### src/rtl/tt_seg_pkg.sv
// Shared definitions for the seven-segment counter blocks: switch fields,
// mode encoding and the hex glyph table.
package tt_seg_pkg;

  typedef enum logic [1:0] {
    MODE_HOLD = 2'b00,
    MODE_UP   = 2'b01,
    MODE_DOWN = 2'b10,
    MODE_LOAD = 2'b11
  } mode_e;

  localparam int UI_MODE_LSB  = 0;
  localparam int UI_MODE_MSB  = 1;
  localparam int UI_SPEED_LSB = 2;
  localparam int UI_SPEED_MSB = 3;
  localparam int UI_LOAD_LSB  = 4;
  localparam int UI_LOAD_MSB  = 7;

  typedef struct packed {
    logic [UI_LOAD_MSB-UI_LOAD_LSB:0]   load;
    logic [UI_SPEED_MSB-UI_SPEED_LSB:0] speed;
    logic [UI_MODE_MSB-UI_MODE_LSB:0]   mode;
  } ui_sw_t;

  // Segment bit 0 is 'a', active high.
  localparam logic [6:0] SEG_GLYPH [16] = '{
    7'h3F, 7'h06, 7'h5B, 7'h4F, 7'h66, 7'h6D, 7'h7D, 7'h07,
    7'h7F, 7'h6F, 7'h77, 7'h7C, 7'h39, 7'h5E, 7'h79, 7'h71
  };

  function automatic mode_e decode_mode(input logic [1:0] bits);
    return mode_e'(bits);
  endfunction

endpackage

### src/rtl/seg7_decode.sv
// Combinational hex nibble to seven-segment glyph lookup.
module seg7_decode
  import tt_seg_pkg::*;
(
  input  logic [3:0] nibble_i,
  output logic [6:0] seg_o
);

  assign seg_o = SEG_GLYPH[nibble_i];

endmodule

### src/rtl/tt_um_seg_counter.sv
// Switch-controlled up/down/load counter, nibbles scanned onto one digit.
// Optional macro TT_SEG_SATURATE_EN: UP/DOWN saturate instead of wrapping.
module tt_um_seg_counter
  import tt_seg_pkg::*;
#(
  parameter int CNT_W      = 8,
  parameter int PRESCALE_W = 22,
  parameter int SCAN_BIT   = 12
) (
  input  logic       clk,
  input  logic       rst_n,
  input  logic       ena,
  input  logic [7:0] ui_in,
  output logic [7:0] uo_out
);

  localparam int NIBBLES = CNT_W / 4;
  localparam int SCAN_W  = (NIBBLES > 1) ? $clog2(NIBBLES) : 1;
  localparam logic [SCAN_W-1:0] SCAN_LAST = SCAN_W'(NIBBLES - 1);

  logic [PRESCALE_W-1:0] prescaler_q, prescaler_d;
  logic [CNT_W-1:0]      counter_q, counter_d;
  logic [SCAN_W-1:0]     scan_q, scan_d;
  logic [7:0]            uo_q, uo_d;

  ui_sw_t                sw;
  mode_e                 mode;
  logic [PRESCALE_W-1:0] tick_mask;
  logic                  tick;
  logic                  scan_strobe;
  logic [CNT_W-1:0]      shifted;
  logic [3:0]            cur_nibble;
  logic [6:0]            seg;
  logic                  msd;

  assign sw   = ui_sw_t'(ui_in);
  assign mode = decode_mode(sw.mode);

  // Each speed step shortens the tick period by a factor of four.
  assign tick_mask   = {PRESCALE_W{1'b1}} >> {sw.speed, 1'b0};
  assign tick        = &(prescaler_q | ~tick_mask);
  assign scan_strobe = &prescaler_q[SCAN_BIT-1:0];

  assign prescaler_d = prescaler_q + PRESCALE_W'(1);

  always_comb begin
    counter_d = counter_q;
    case (mode)
      MODE_UP: begin
        if (tick) begin
`ifdef TT_SEG_SATURATE_EN
          if (counter_q != {CNT_W{1'b1}}) begin
            counter_d = counter_q + CNT_W'(1);
          end
`else
          counter_d = counter_q + CNT_W'(1);
`endif
        end
      end
      MODE_DOWN: begin
        if (tick) begin
`ifdef TT_SEG_SATURATE_EN
          if (counter_q != '0) begin
            counter_d = counter_q - CNT_W'(1);
          end
`else
          counter_d = counter_q - CNT_W'(1);
`endif
        end
      end
      MODE_LOAD: counter_d = CNT_W'(sw.load);
      default:   counter_d = counter_q;
    endcase
  end

  generate
    if (NIBBLES > 1) begin : g_scan
      always_comb begin
        scan_d = scan_q;
        if (scan_strobe) begin
          scan_d = (scan_q == SCAN_LAST) ? '0 : scan_q + SCAN_W'(1);
        end
      end
      assign msd = (scan_q == SCAN_LAST);
    end else begin : g_noscan
      assign scan_d = '0;
      assign msd    = 1'b0;
    end
  endgenerate

  // Display is built from the registered state, so it lags by one edge.
  assign shifted    = counter_q >> {scan_q, 2'b00};
  assign cur_nibble = shifted[3:0];

  seg7_decode u_seg7_decode (
    .nibble_i (cur_nibble),
    .seg_o    (seg)
  );

  assign uo_d = {msd, seg};

  always_ff @(posedge clk) begin
    if (!rst_n) begin
      prescaler_q <= '0;
      counter_q   <= '0;
      scan_q      <= '0;
      uo_q        <= 8'h3F;
    end else if (ena) begin
      prescaler_q <= prescaler_d;
      counter_q   <= counter_d;
      scan_q      <= scan_d;
      uo_q        <= uo_d;
    end
  end

  assign uo_out = uo_q;

endmodule
### config.mk
export PLATFORM = sky130hd
export DESIGN_NAME = tt_um_seg_counter
export DESIGN_NICKNAME = d
export VERILOG_FILES = /design/src/rtl/tt_seg_pkg.sv /design/src/rtl/seg7_decode.sv /design/src/rtl/tt_um_seg_counter.sv
export SDC_FILE = /design/constraint.sdc
export NUM_CORES = 1
export LEC_CHECK = 0
export ABC_AREA = 0
export CORE_MARGIN = 2
export CORE_UTILIZATION = 50
export DETAILED_ROUTE_END_ITERATION = 16
export PLACE_DENSITY = 0.7
export SETUP_SLACK_MARGIN = 0.1
export SLEW_MARGIN = 20
export SYNTH_ARGS = -nofsm -noshare
export SYNTH_HDL_FRONTEND = slang
export SYNTH_SLANG_ARGS = --single-unit
### constraint.sdc
create_clock -name clk -period 4.5 [get_ports clk]
set_input_delay 0.675 -clock clk [delete_from_list [all_inputs] [get_ports clk]]
set_output_delay 0.675 -clock clk [all_outputs]
set_load 0.02 [all_outputs]
==> impl_metrics.tcl <==
set metrics [dict create \
    tritoncts "yes" \
    comb_power_share 0.116 \
    wl_met2_um 2220 \
    hold_ws_ps 471 \
    portBuffers 18 \
    start_util 0.519 \
    wl_met3_um 231 \
    area_growth_pct 12.9 \
    slew_violations 0 \
    avgSynthCellArea_um2 8.17 \
    clkSlewWorstSetupHoldPaths_ps 80 \
    path_max_fanout 16 \
    cts_setup_buffers 0 \
    num_rows 25 \
    post-route-min-period_ps 2960 \
    cts_resized 0 \
    die_w_um 74.0 \
    tightest_slew_ps 858 \
    drc 0 \
    slew_headroom 0.426 \
    holdPathEnd "uo_out[2]" \
    hold_viol 0 \
    status "finished clean" \
    holdPathStages 1 \
    clockPowerShare 0.394 \
    grt_usage 0.203 \
    htreeDepth 2 \
    finalCoreUtilization 0.586 \
    grt_antenna_before_repair 0 \
    crit_path_top_delay_cell "clkdlybuf4s50_1" \
    final_common_cell "dfxtp_1" \
    r2r_end "uo_out[0]" \
    path_delay_family "buffers and inverters" \
    rsz0062_at_grt "false" \
    first_pass_iters 4 \
    timing.rr.start "msd" \
    mostFrequentLayoutCells "dfxtp_1 (39), nor2_1 (35), nand2_1 (34)" \
    synthDistinctLibCells 55 \
    drtAntennaViolNets 0 \
    cts_hold_buf 0 \
    die-area_mm2 0.00548 \
    critPathCaptureType "flop" \
    yosysWarnings 0 \
    synthArstFlopShare 0 \
    via_per_inst 5.74 \
    grt_pass1_wl_um 8780 \
    critPathArrivalTime_ps 3140 \
    dominantRegCellSynth "dfxtp_1" \
    syn_nets 321 \
    overflow 0 \
    wirelength_um 5130 \
    ys_ff_latch 39 \
    p_per_area_mw_per_mm2 265 \
    worstSetupPathType "input pin to flop" \
    rr_worst_depth 7 \
    fin_skew_ps 4.81 \
    drive_above_1_share 0.0744 \
    r2r_slack_ps 2180 \
    highest_layer "met4" \
    finalSetupTns_ps 0 \
    clock_path_buffers 2 \
    gp_congestion 0.860 \
    die_y_um 74.0 \
    wl_met1_um 2600 \
    synth_edf_count 0 \
    leakagePower_nw 1.07 \
    num_io_pins 19 \
    worstHoldPathType "flop to flop" \
    synth_seq_area_share 0.319 \
    cap_violations 0 \
    routedWlPerCell_um 13.7 \
    crit_buf_inv 3 \
    crit_chain "clkdlybuf4s50_1, buf_4, nand2b_1, inv_2, ha_1, o21ai_0, a22oi_1, a311oi_1, mux2i_1, o211ai_1" \
    p_seq_frac 0.490 \
    cts_buffers 5 \
    clkLatencyLatePin_ps 290 \
    root_buffer "clkbuf_8" \
    syn_inst 300 \
    grt_pass1_vias 1954 \
    dp_hpwl_um 3550 \
    nets 330 \
    worstHoldStart "uo_out[2]" \
    grt_max_degree 29 \
    swShare 0.248 \
    fmax_ghz 0.337 \
    core_area_mm2 0.00472 \
    p_int_w 0.000551 \
    p_sw_w 0.000181 \
    ir_drop_v 0.000162 \
    synth_area_mm2 0.00245 \
    fin_crit_sh 0.659 \
    crit_path_max_incr_delay_ps 450 \
    setup_viol 0 \
    antenna_cells 0 \
    start_kind "input pin" \
    vias 2157 \
    drt_iter0_drc 149 \
    crit_required_ps 4680 \
    clkSinkCount 39 \
    crit_start "ui_in[0]" \
]
[layer usage]
metal	track usage	vias to the layer above
li1	-	1094
met1	0.284	1006
met4	0.0707	0
met2	0.310	49
met5	0	-
met3	0.0447	8
[worst max-delay path by stage]
| stage | to | cells after the start | slack [ps] |
|---|---|---|---|
| 6_report | counter_q[7] | 10 | 1540 |
| 5_1_grt | counter_q[7] | 10 | 1350 |
| 4_1_cts | counter_q[7] | 10 | 1560 |
| 3_5_place_dp | counter_q[7] | 10 | 1240 |
| 3_3_place_gp | counter_q[7] | 10 | 1330 |
| 2_1_floorplan | counter_q[7] | 10 | 2040 |
[state kept, by name (all words and copies together), names as in the netlist]
signal / count
msd: 1
prescaler_q: 22
uo_out: 8
counter_q: 8
[Yosys cell counts, types with 2 or more instances]
library cell | n | area, um2
nand2b_1 | 4 | 25.0
or4_1 | 2 | 15.0
o31ai_1 | 2 | 15.0
clkbuf_1 | 11 | 41.3
nand4_1 | 8 | 50.1
a41o_1 | 3 | 30.0
nand2_1 | 34 | 128
nand3_1 | 9 | 45.0
a31oi_1 | 2 | 12.5
a21oi_1 | 9 | 45.0
xor2_1 | 14 | 123
buf_1 | 3 | 11.3
a32o_1 | 2 | 20.0
nor3_1 | 5 | 25.0
dfxtp_1 | 39 | 781
mux2_2 | 3 | 33.8
xnor2_1 | 8 | 70.1
o311ai_1 | 2 | 17.5
inv_1 | 8 | 30.0
a311oi_1 | 3 | 26.3
nor2_1 | 35 | 131
a2111oi_0 | 2 | 17.5
a32oi_1 | 2 | 17.5
ha_1 | 10 | 125
buf_2 | 4 | 20.0
a22oi_1 | 3 | 22.5
o21ai_0 | 10 | 50.1
nor4_1 | 3 | 18.8
mux2i_1 | 13 | 130
nand3b_1 | 5 | 37.5
a211o_1 | 4 | 35.0
o2111ai_1 | 3 | 26.3
or3_1 | 4 | 25.0
inv_2 | 2 | 7.51
and3_1 | 9 | 56.3
[power groups by stage]
stage	Combinational, W	Clock (W)	Sequential (W)
floorplan	0.0000574	0	0.000366
global placement	0.0000843	0	0.000367
detailed placement	0.0000850	0	0.000367
CTS	0.0000854	0.000297	0.000359
global route	0.0000952	0.000312	0.000360
finish	0.0000852	0.000288	0.000359
[metrics by stage]
step	setup slack [ps]	power, W	area, um2	cells
floorplan	2040	0.000424	2450	300
global placement	1330	0.000451	2660	369
detailed placement	1240	0.000452	2660	369
CTS	1560	0.000741	2760	376
global route	1350	0.000767	2770	376
finish	1540	0.000732	2770	376
[layout make-up]
| cell class | instances | area [um2] |
|---|---|---|
| Tap cell | 67 | 83.8 |
| Sequential cell | 39 | 781 |
| Fill cell | 428 | 1960 |
| Clock buffer | 5 | 68.8 |
| Clock inverter | 2 | 37.5 |
| Timing Repair Buffer | 21 | 203 |
| Multi-Input combinational cell | 231 | 1550 |
| Inverter | 11 | 41.3 |
[worst register-to-register path, cell delays in order, from the launching register on]
cell       delay [ps]
dfxtp_1           530
mux2i_1           550
inv_1             190
ha_1              290
and3_1            150
a2111oi_0         400
a21oi_1            70
nand2_1            70
[cells by family (layout without fill, tap and decap cells)]
group,after synthesis,in the layout,share of synthesized area
mux,17,17,0.0761
compound gates,55,55,0.167
simple gates,127,127,0.259
xor+xnor,22,22,0.0787
flops,39,39,0.319
fa+ha+maj,10,10,0.0511
buf+inv,30,39,0.0495
Power figures use the tool's default switching activity.
